File: src/rtl/instruction_fetch_unit_pkg.sv
// Shared definitions for the instruction fetch unit: widths, reset defaults,
// FSM state encoding and the next-PC selection helper.
package instruction_fetch_unit_pkg;

    localparam int INSTRUCTION_WIDTH = 16;
    localparam int ADDRESS_WIDTH = 16;
    localparam logic [ADDRESS_WIDTH-1:0] RESET_VECTOR_DEFAULT = 16'h0000;
    localparam int unsigned FETCH_TIMEOUT_DEFAULT = 32'd255;

    typedef enum logic [2:0] {
        ST_FETCH    = 3'd0,
        ST_WAIT_MEM = 3'd1,
        ST_EXECUTE  = 3'd2,
        ST_HALTED   = 3'd3,
        ST_FAULT    = 3'd4
    } fetch_state_e;

    // Next sequential or jump address; sequential arithmetic wraps modulo 2^16.
    function automatic logic [ADDRESS_WIDTH-1:0] next_pc(
        input logic [ADDRESS_WIDTH-1:0] pc,
        input logic                     increment,
        input logic [ADDRESS_WIDTH-1:0] jump_target
    );
        logic [ADDRESS_WIDTH-1:0] result;
        if (increment) begin
            result = pc + 16'd1;
        end else begin
            result = jump_target;
        end
        return result;
    endfunction

endpackage

File: src/rtl/instruction_fetch_unit_program_counter_register.sv
// Program counter storage: async reset to the reset vector, and on a load
// either steps to the next sequential word or takes the jump target.
module program_counter_register
    import instruction_fetch_unit_pkg::*;
#(
    parameter logic [ADDRESS_WIDTH-1:0] RESET_VECTOR = RESET_VECTOR_DEFAULT
) (
    input  logic                     clock,
    input  logic                     reset_n,
    input  logic                     load_enable,
    input  logic                     increment,
    input  logic [ADDRESS_WIDTH-1:0] jump_target,
    output logic [ADDRESS_WIDTH-1:0] program_counter
);

    logic [ADDRESS_WIDTH-1:0] pc_r;

    // Hold the PC; update only when the fetch FSM retires an instruction.
    always_ff @(posedge clock or negedge reset_n) begin
        if (!reset_n) begin
            pc_r <= RESET_VECTOR;
        end else if (load_enable) begin
            pc_r <= next_pc(pc_r, increment, jump_target);
        end else begin
            pc_r <= pc_r;
        end
    end

    assign program_counter = pc_r;

endmodule

File: src/rtl/instruction_fetch_unit.sv
// Instruction fetch unit: owns the PC, fetches one instruction word per
// req/ack transaction, presents it to the decoder until the datapath signals
// completion, then advances the PC. A fetch that is never acknowledged within
// FETCH_TIMEOUT cycles latches a sticky fault that only reset clears.
module instruction_fetch_unit
    import instruction_fetch_unit_pkg::*;
#(
    parameter logic [ADDRESS_WIDTH-1:0] RESET_VECTOR  = RESET_VECTOR_DEFAULT,
    parameter int unsigned              FETCH_TIMEOUT = FETCH_TIMEOUT_DEFAULT
) (
    input  logic                         clock,
    input  logic                         reset_n,
    output logic                         mem_req,
    output logic [ADDRESS_WIDTH-1:0]     mem_addr,
    input  logic                         mem_ack,
    input  logic [INSTRUCTION_WIDTH-1:0] mem_rdata,
    output logic [INSTRUCTION_WIDTH-1:0] instruction,
    output logic                         instruction_valid,
    input  logic                         execute_done,
    input  logic                         program_counter_increment,
    input  logic [ADDRESS_WIDTH-1:0]     jump_target,
    input  logic                         halt,
    output logic [ADDRESS_WIDTH-1:0]     program_counter,
    output logic                         fault
);

    // Compare in 17 bits so a timeout of 65535 cannot overflow the counter.
    localparam logic [16:0] TIMEOUT_LIMIT = 17'(FETCH_TIMEOUT);

    fetch_state_e                   state_r;
    logic                           mem_req_r;
    logic [INSTRUCTION_WIDTH-1:0]   instruction_r;
    logic                           instruction_valid_r;
    logic                           fault_r;
    logic [15:0]                    timeout_count_r;
    logic [16:0]                    timeout_count_next_s;
    logic                           timeout_hit_s;
    logic                           pc_load_s;
    logic [ADDRESS_WIDTH-1:0]       pc_s;

    assign timeout_count_next_s = {1'b0, timeout_count_r} + 17'd1;
    assign timeout_hit_s        = (timeout_count_next_s >= TIMEOUT_LIMIT);

    // The PC only moves when the current instruction retires.
    assign pc_load_s = (state_r == ST_EXECUTE) && execute_done;

    program_counter_register #(
        .RESET_VECTOR (RESET_VECTOR)
    ) u_program_counter_register (
        .clock           (clock),
        .reset_n         (reset_n),
        .load_enable     (pc_load_s),
        .increment       (program_counter_increment),
        .jump_target     (jump_target),
        .program_counter (pc_s)
    );

    // Fetch sequencing, timeout supervision and all registered handshake outputs.
    always_ff @(posedge clock or negedge reset_n) begin
        if (!reset_n) begin
            state_r             <= ST_FETCH;
            mem_req_r           <= 1'b0;
            instruction_r       <= 16'h0000;
            instruction_valid_r <= 1'b0;
            fault_r             <= 1'b0;
            timeout_count_r     <= 16'd0;
        end else begin
            case (state_r)
                ST_FETCH: begin
                    if (halt) begin
                        mem_req_r <= 1'b0;
                        state_r   <= ST_HALTED;
                    end else begin
                        mem_req_r       <= 1'b1;
                        timeout_count_r <= 16'd0;
                        state_r         <= ST_WAIT_MEM;
                    end
                end
                ST_WAIT_MEM: begin
                    // An ack in the final timeout cycle still wins over the fault.
                    if (mem_ack) begin
                        instruction_r       <= mem_rdata;
                        instruction_valid_r <= 1'b1;
                        mem_req_r           <= 1'b0;
                        state_r             <= ST_EXECUTE;
                    end else if (timeout_hit_s) begin
                        timeout_count_r <= timeout_count_next_s[15:0];
                        mem_req_r       <= 1'b0;
                        fault_r         <= 1'b1;
                        state_r         <= ST_FAULT;
                    end else begin
                        timeout_count_r <= timeout_count_next_s[15:0];
                    end
                end
                ST_EXECUTE: begin
                    if (execute_done) begin
                        instruction_valid_r <= 1'b0;
                        if (halt) begin
                            state_r <= ST_HALTED;
                        end else begin
                            state_r <= ST_FETCH;
                        end
                    end else begin
                        state_r <= ST_EXECUTE;
                    end
                end
                ST_HALTED: begin
                    mem_req_r           <= 1'b0;
                    instruction_valid_r <= 1'b0;
                    if (halt) begin
                        state_r <= ST_HALTED;
                    end else begin
                        state_r <= ST_FETCH;
                    end
                end
                ST_FAULT: begin
                    mem_req_r           <= 1'b0;
                    instruction_valid_r <= 1'b0;
                    fault_r             <= 1'b1;
                end
                default: begin
                    // Unreachable encodings are treated as a fault: stop fetching.
                    mem_req_r           <= 1'b0;
                    instruction_valid_r <= 1'b0;
                    fault_r             <= 1'b1;
                    state_r             <= ST_FAULT;
                end
            endcase
        end
    end

    assign mem_req           = mem_req_r;
    assign mem_addr          = pc_s;
    assign instruction       = instruction_r;
    assign instruction_valid = instruction_valid_r;
    assign program_counter   = pc_s;
    assign fault             = fault_r;

endmodule

File: config.mk
export PLATFORM = sky130hd
export DESIGN_NAME = instruction_fetch_unit
export DESIGN_NICKNAME = d
export VERILOG_FILES = /design/src/rtl/instruction_fetch_unit_pkg.sv /design/src/rtl/instruction_fetch_unit_program_counter_register.sv /design/src/rtl/instruction_fetch_unit.sv
export SDC_FILE = /design/constraint.sdc
export NUM_CORES = 1
export LEC_CHECK = 0
export BUFFER_PORTS_ARGS = -buffer_cell sky130_fd_sc_hd__buf_2
export CAP_MARGIN = 20
export CORE_MARGIN = 2
export CORE_UTILIZATION = 52
export DETAILED_ROUTE_END_ITERATION = 16
export GPL_TIMING_DRIVEN = 0
export PLACE_DENSITY = 0.86
export SYNTH_ARGS = -nofsm -noshare
export SYNTH_HDL_FRONTEND = slang
export SYNTH_SLANG_ARGS = --single-unit
File: constraint.sdc
create_clock -name clock -period 2.77 [get_ports clock]
set_clock_uncertainty 0.05 [all_clocks]
set_input_delay 0.554 -clock clock [delete_from_list [all_inputs] [get_ports clock]]
set_output_delay 0.554 -clock clock [all_outputs]
set_load 0.01 [all_outputs]
-- Word-level counts from Yosys, hierarchy flattened
Cells that the tools add are included.
- bits of input ports: 38
- word-level logic and storage cells: 54
- flip-flop bits (word level): 54
- multiplexer cells: 20
- reductions and logical operators: 10
- magnitude comparators: 1
- $add $sub $neg: 2
- bitwise operators: 4
- equal/unequal tests: 10
- operators with widths (kind ; count):
    16-bit 2-to-1 mux ; 3
    16-bit case mux with 2 select lines ; 1
    16-bit by 1-bit adder with 17-bit output, second input constant ; 1
    17-bit by 8-bit >= comparator with 1-bit output, second input constant ; 1
    16-bit by 1-bit adder with 16-bit output, second input constant ; 1
    3-bit case mux with 5 select lines ; 1
    2-bit != test, second input constant ; 5
    3-bit 2-to-1 mux ; 3
    3-bit AND reduction ; 3
    1-bit 2-to-1 mux ; 7
    3-bit by 2-bit equality test with 1-bit output, second input constant ; 2
    1-bit case mux with 3 select lines ; 2
    2-bit AND reduction ; 3
    2-bit 2-to-1 mux ; 2
    1-bit NOT ; 4
    3-bit by 1-bit equality test with 1-bit output, second input constant ; 1
    3-bit equality test, second input constant ; 1
    3-bit logical NOT ; 1
    3-bit != test, second input constant ; 1
    3-bit OR reduction ; 1
    1-bit case mux with 2 select lines ; 1
    2-bit nonzero test ; 1
    1-bit logical AND ; 1

-- Depth between registers and ports, before layout
Gate-level depths: netlist of run 1.
- depth after elaboration: 5
- gate-level depth with buffers: 8

-- Modules after synthesis
From an unflattened synthesis of run 1, not the netlist that was laid out.
- cells, all modules: 336
- area total of the unflattened synthesis: 3151.8 um2
- by module, submodules not included (module ; cells an instance ; area an instance (um2) ; times used ; seq. area each (um2)):
    instruction_fetch_unit ; 218 ; 2112.0 ; 1 ; 950.9
    program_counter_register ; 118 ; 1039.7 ; 1 ; 400.4

-- Least setup slack after synthesis of run 1
Ideal clock, no wire load.
- path type: register -> register
- start: register timeout_count_r[0]
- end: register mem_req_r, in the netlist mem_req
- stages on the path, launching flop included: 8
- path slack: 389 ps
- period minus slack after synthesis: 2381 ps
- buffers on the path: 0
- required time: 2647 ps
- data arrival time: 2258 ps
- cells stage by stage: dfrtp_1 ha_1 nand3_2 nor3_2 a31oi_1 or4_1 or4_4 a21oi_2
- cells in the longest elaborated chain, start to end: 4
- RTL lines (what ; line ; RTL):
    from (decl) ; instruction_fetch_unit.sv:35 ; logic [15:0] timeout_count_r;
    from (signal assigned) ; instruction_fetch_unit.sv:87 ; timeout_count_r <= timeout_count_next_s[15:0];
    from (signal assigned) ; instruction_fetch_unit.sv:92 ; timeout_count_r <= timeout_count_next_s[15:0];
    16-bit by 1-bit adder with 17-bit output ; instruction_fetch_unit.sv:41 ; assign timeout_count_next_s = {1'b0, timeout_count_r} + 17'd1;
    17-bit by 8-bit >= comparator with 1-bit output ; instruction_fetch_unit.sv:42 ; assign timeout_hit_s = (timeout_count_next_s >= TIMEOUT_LIMIT);
    3-bit != test (no line) ; n/a ;
    2-bit AND reduction (no line) ; n/a ;
    to (signal assigned) ; instruction_fetch_unit.sv:62 ; mem_req_r <= 1'b0;
    to (signal assigned) ; instruction_fetch_unit.sv:71 ; mem_req_r <= 1'b0;
    to (signal assigned) ; instruction_fetch_unit.sv:74 ; mem_req_r <= 1'b1;
    to (decl) ; instruction_fetch_unit.sv:31 ; logic mem_req_r;
No other way between the ends.
A chain may end at the register's enable or synchronous reset.

-- Worst setup path after layout of run 1
- start: register timeout_count_r[1]
- end: register mem_req_r, in the netlist mem_req
Same word-level chain as after synthesis.

==> run_results.csv, run 1 <==
group,metric,value,unit
run_status,status,"finished, final reports clean",
synthesis,synth.mux.area_fraction,0.0682,
place,numPortBuffers,88,
synthesis,avgSynthCellArea,9.01,um2
clocking,cts_sinks,54,
drt,drt_iter0_drc,209,
timing,setup_violations,0,
floorplanning,die-height,81,um
drt,dr.pass1.iters,5,
timing,hold_viol_final,0,
synthesis,synth_top_family_by_area,"simple AND/OR/NAND/NOR gates",
floorplanning,core,5820,um2
synthesis,synth-compound-area-share,0.178,
drt,drc_errors,0,
timing,period_share,0.939,
timing,finalSetupTns,0,ns
clocking,cts.htree.levels,2,
clocking,insertion_delay,0.32,ns
synthesis,synthTopCellsByCount,"dfrtp_1 (54), o21ai_0 (40), nor2_1 (32), a21oi_1 (30), nand2_1 (30)",
timing,rsz0062_at_grt,"false",
synthesis,synth.cell_area,3080,um2
power_and_ir_drop,peakVddDrop,0.000490,V
critical_path,required,2.97,ns
synthesis,synth-simple-area-share,0.207,
power_and_ir_drop,power_density,888,nW/um2
power_and_ir_drop,p_leak,1.73,nW
clocking,root_buffer,"clkbuf_8",
global_routing,grt_pass1_vias,2776,
synthesis,synth_edf_count,0,
hold_path,hold_path.class,"in2async",
synthesis,synth_top_area_share,0.438,
timing,maxSlewHeadroom,0.574,
finish,syn2layout_area_growth,22.1,%
finish,nFillCells,490,
finish,fin_nets,479,
critical_path,startpoint_type,"register",
clocking,clk_path_buf_depth,2,
drt,wl_per_cell,14.8,um
timing,timing.fmax,384,MHz
critical_path,reg2reg_to,"mem_req",
critical_path,endpoint,"mem_req",
clocking,cts_resized,0,
synthesis,yosysMostFrequentCell,"dfrtp_1",
synthesis,synth.distinct_cells,48,
synthesis,synthAdderAreaFrac,0.0122,
timing,report.final.slew_viol_count,0,
clocking,cts_made_buffers,5,
synthesis,synth-main-ff-cell,"dfrtp_1",
timing,worst_pin_slew,0.639,ns
critical_path,startpoint,"timeout_count_r[1]",
synthesis,ys_ff_latch,54,
critical_path,crit_path_end_kind,"register",
synthesis,ys_seq_area_frac,0.438,
drt,via_per_inst,5.79,
global_routing,overflow,0,
power_and_ir_drop,totalPowerFinal,0.00334,W
drt,antenna_left,0,
critical_path,r2r_cells,7,
global_routing,grt_max_degree,29,
global_routing,grt_usage,0.232,
finish,multi_input_area,1510,um2
synthesis,synth_nets,383,
timing,period_needed,2.60,ns
drt,finalWirelength,7.62,mm
critical_path,path_max_fanout,8,
critical_path,path_class,"reg2reg",
place,dp_hpwl,5.57,mm
floorplanning,rows,28,
floorplanning,die-area,6560,um2
drt,vias,2975,
global_routing,grt_pass1_wl,12.1,mm
synthesis,synth_xor_area_frac,0.0199,
finish,diodes,0,
global_routing,grt_antenna_before_repair,0,
clocking,cts_tree,"yes",
synthesis,yosysTopAreaCell,"dfrtp_1",
finish,seq_area,1350,um2
synthesis,synthTopCellsByArea,"dfrtp_1 (44%), o21ai_0 (6.5%), mux2_2 (5.8%), a21oi_1 (4.9%), buf_4 (4.4%)",
synthesis,async_flop_share,1.00,
floorplanning,start_util,0.530,
clocking,cts_setup_buffers,0,
synthesis,syn_inst,342,
critical_path,r2r_slack,0.17,ns
floorplanning,die_w,81,um
job,cap_violations,0,
floorplanning,io_pins,89,
clocking,postCtsHoldBufs,0,
critical_path,cp.arrival,2.80,ns
finish,drive_gt1_frac,0.335,
clocking,cts.clk_slew.worst_paths,0.10,ns
place,gp_congestion,0.832,
critical_path,r2r-start,"timeout_count_r[1]",
synthesis,yosys_warnings,0,
==> critical path, stage by stage, from the launching register on <==
cell	delay, ns
dfrtp_1	0.44
ha_2	0.26
nand3_2	0.20
o21ai_0	0.21
a211oi_1	0.11
or4_1	0.58
or4_4	0.55
a21oi_2	0.12
==> metrics by stage <==
step,setup WS [ns],cell area [um2],hold slack [ns],util,instances
after floorplan,0.389,3080,0.208,-,342
after global placement,0.129,3620,0.397,0.622,505
after detailed placement,0.0918,3640,0.409,0.625,506
after CTS,0.0679,3750,0.214,0.645,514
after global routing,0.0233,3760,0.240,0.647,514
final,0.169,3760,0.192,0.647,514
==> state kept, by name, indices dropped and copies added, names as in the netlist <==
register	flops
mem_req	1
u_program_counter_register.program_counter	16
instruction	16
timeout_count_r	16
instruction_valid	1
fault	1
state_r	3
==> layout by cell type, fill, tap and decap left out, types with 5 or more instances in the layout <==
cell	synthesis	final
o21ai_0	40	40
nand4_1	8	8
nor2_1	32	32
nand2b_1	5	5
buf_2	1	89
dfrtp_1	54	53
nand3_1	19	19
o31ai_1	5	5
clkbuf_1	13	13
clkbuf_8	0	5
inv_1	5	5
a21oi_1	30	30
buf_4	18	18
nand2_1	30	30
o22ai_1	5	5
mux2_2	16	16
==> routing by layer <==
layer / track usage / wire length [um] / up-vias
li1: - / - / 1403
met2: 0.406 / 3770 / 169
met3: 0.0378 / 681 / 18
met4: 0.100 / 153 / 0
met5: 0 / 0 / -
met1: 0.283 / 3010 / 1385
==> layout make-up <==
cell class / instances / area share
Buffer: 36 / 0.0582
Clock buffer: 5 / 0.0183
Clock inverter: 3 / 0.0116
Inverter: 5 / 0.00499
Multi-Input combinational cell: 247 / 0.400
Sequential cell: 54 / 0.359
Tap cell: 75 / 0.0249
Timing Repair Buffer: 89 / 0.122
==> cells by family (layout without fill, tap and decap cells) <==
logic type,count (synthesis),count (layout)
buffers and inverters,41,138
xor gates and xnor gates,7,7
AOI/OAI and AO/OA,96,96
muxes,19,19
DFF,54,54
and+or+nand+nor,122,122
adders and majority gates,3,3
==> how the worst min path moves through the flow <==
stage | startpoint | depth (start not counted) | slack [ns] | to
6_report | reset_n | 1 | 0.19 | u_program_counter_register.program_counter[14]
3_5_place_dp | fault | 2 | 0.41 | fault
3_3_place_gp | fault | 2 | 0.40 | fault
5_1_grt | reset_n | 1 | 0.24 | u_program_counter_register.program_counter[12]
2_1_floorplan | reset_n | 0 | 0.21 | fault
4_1_cts | reset_n | 1 | 0.21 | u_program_counter_register.program_counter[14]
==> power by group <==
group | internal [W] | total, W | switching (W)
sequential | 0.00107 | 0.00134 | 0.000276
combinational | 0.000718 | 0.00146 | 0.000737
clock | 0.000271 | 0.000546 | 0.000275
Power figures use the tool's default switching activity.
==> inputs of run 2 (changes only) <==
==> constraint.sdc (replaced) <==
create_clock -name clock -period 2.4 [get_ports clock]
set_clock_uncertainty 0.05 [all_clocks]
set_input_delay 0.48 -clock clock [delete_from_list [all_inputs] [get_ports clock]]
set_output_delay 0.48 -clock clock [all_outputs]
set_load 0.01 [all_outputs]
==> run 2 against run 1 <==
Register-to-register slack got worse by 0.18 ns; critical endpoint unchanged; fmax grew 7.9%; first-iteration DRC count is 37% higher; combinational power increased by 18%; the run now ends with negative setup slack left; largest cell class unchanged.
==> run_results.csv, run 2 (same netlist as run 1, synthesis figures left out) <==
group,metric,value,unit
place,dp_hpwl,5.57,mm
timing,hold_viol_final,0,
drt,dr.pass1.iters,5,
timing,setup_violations,1,
timing,period_needed,2.41,ns
finish,multi_input_area,1560,um2
floorplanning,start_util,0.530,
timing,report.final.slew_viol_count,0,
clocking,insertion_delay,0.32,ns
timing,worst_pin_slew,0.639,ns
critical_path,endpoint,"mem_req",
clocking,root_buffer,"clkbuf_8",
drt,wl_met1,3.12,mm
critical_path,cp_slowest_stage_delay,0.50,ns
finish,drive_gt1_frac,0.365,
power_and_ir_drop,peakVddDrop,0.000569,V
timing,finalSetupTns,-0.0103,ns
finish,seq_area,1360,um2
place,gp_congestion,0.832,
timing,timing.fmax,415,MHz
critical_path,cp_num_buf_inv,1,
critical_path,r2r_slack,-0.01,ns
drt,wl_per_cell,15.4,um
clocking,clk_path_buf_depth,2,
global_routing,grt_max_degree,29,
drt,via_per_inst,5.90,
drt,finalWirelength,8.00,mm
global_routing,grt_pass1_wl,12.5,mm
clocking,cts.htree.levels,2,
clocking,cts_made_buffers,5,
critical_path,cp_num_cells,8,
drt,wl_met2,4.00,mm
timing,period_share,1.00,
global_routing,grt_usage,0.243,
critical_path,cp.arrival,2.61,ns
timing,maxSlewHeadroom,0.574,
critical_path,path_max_fanout,6,
floorplanning,die-area,6560,um2
critical_path,startpoint_type,"register",
critical_path,r2r_cells,8,
job,cap_violations,0,
place,place_area,3640,um2
critical_path,reg2reg_to,"mem_req",
critical_path,r2r-start,"timeout_count_r[0]",
drt,met3_length,679,um
finish,nFillCells,461,
critical_path,crit_chain,"ha_4, buf_4, xor2_1, o211ai_1, a211oi_1, or4_4, or4_4, a21oi_2",
critical_path,startpoint,"timeout_count_r[0]",
finish,layout_commonest_cell,"buf_2",
drt,top_layer,"met4",
clocking,cts.clk_slew.worst_paths,0.10,ns
critical_path,cpMostUsedCell,"or4_4",
critical_path,crit_path_end_kind,"register",
floorplanning,core,5820,um2
clocking,cts_sinks,54,
hold_path,hold_path.class,"in2async",
timing,layout_setup_ws,-0.0103,ns
drt,vias,3061,
floorplanning,io_pins,89,
global_routing,overflow,0,
clocking,cts_tree,"yes",
finish,fin_area,3870,um2
critical_path,required,2.60,ns
run_status,violations,"negative setup slack",
drt,antenna_left,0,
finish,diodes,0,
drt,drt_iter0_drc,287,
place,numPortBuffers,88,
run_status,status,"finished, violations left",
finish,fin_nets,484,
finish,syn2layout_area_growth,25.4,%
critical_path,critical_path.top_delay_family,"simple AND/OR/NAND/NOR gates",
finish,final_cell_mix,"buf_2 (88), dfrtp_1 (45), o21ai_0 (40), nor2_1 (32)",
global_routing,grt_pass1_vias,2761,
global_routing,grt_antenna_before_repair,0,
floorplanning,rows,28,
floorplanning,die-height,81,um
power_and_ir_drop,power_density,1010,nW/um2
critical_path,path_class,"reg2reg",
critical_path,cp_slowest_cell,"or4_4",
timing,rsz0062_at_grt,"true",
floorplanning,die_w,81,um
power_and_ir_drop,p_leak,1.76,nW
drt,drc_errors,0,
-- run 2: changes by cell type in the layout (fill, tap and decap cells not counted), moves of 2 or more --
cell / delta
nand3_4: +2
dfrtp_1: -8
nand3_2: -2
dfrtp_2: +8
buf_4: +5
-- run 2: routing by layer --
layer,global-route usage,vias up
met4,0.110,0
met2,0.420,184
li1,-,1418
met5,0,-
met3,0.0378,29
met1,0.297,1430
-- run 2: power breakdown --
group	switching [W]	internal [W]
clock network	0.000317	0.000313
registers	0.000331	0.00123
logic	0.000881	0.000849
total	0.00153	0.00239
-- run 2: worst min-delay path by stage --
stage | from | to | slack (ns) | cells past startpoint
2_1_floorplan | reset_n | fault | 0.13 | 0
3_3_place_gp | fault | fault | 0.40 | 2
3_5_place_dp | fault | fault | 0.41 | 2
4_1_cts | reset_n | u_program_counter_register.program_counter[14] | 0.14 | 1
5_1_grt | reset_n | u_program_counter_register.program_counter[14] | 0.17 | 1
6_report | reset_n | u_program_counter_register.program_counter[14] | 0.12 | 1
-- run 2: cell type report --
class                      count  area share
timing repair buffer          94       0.129
sequential                    54       0.352
clock inverter                 3      0.0113
multi-input combinational    247       0.402
inverter                       5     0.00485
tap                           75      0.0243
clock buffer                   5      0.0178
buffer                        36      0.0583
-- run 2: what timing repair did --
item,CTS,global route
setup endpoints to repair,14,12
setup buffers,1,4
gates resized for setup,18,4
hold buffers,0,0
pin swaps,4,7
-- run 2: worst reg2reg max path: stages (launching register included) --
cell	delay (ns)
dfrtp_2	0.49
ha_4	0.21
buf_4	0.14
xor2_1	0.16
o211ai_1	0.13
a211oi_1	0.10
or4_4	0.44
or4_4	0.50
a21oi_2	0.12
-- run 2: through the flow --
stage / hold slack [ns] / instances / setup slack [ns] / power (W) / utilization
2_1_floorplan: 0.134 / 342 / 0.0189 / 0.00258 / -
3_3_place_gp: 0.397 / 505 / -0.241 / 0.00317 / 0.622
3_5_place_dp: 0.409 / 506 / -0.278 / 0.00325 / 0.625
4_1_cts: 0.140 / 515 / 0.00852 / 0.00390 / 0.658
5_1_grt: 0.173 / 519 / -0.0534 / 0.00419 / 0.665
6_report: 0.116 / 519 / -0.0103 / 0.00392 / 0.665
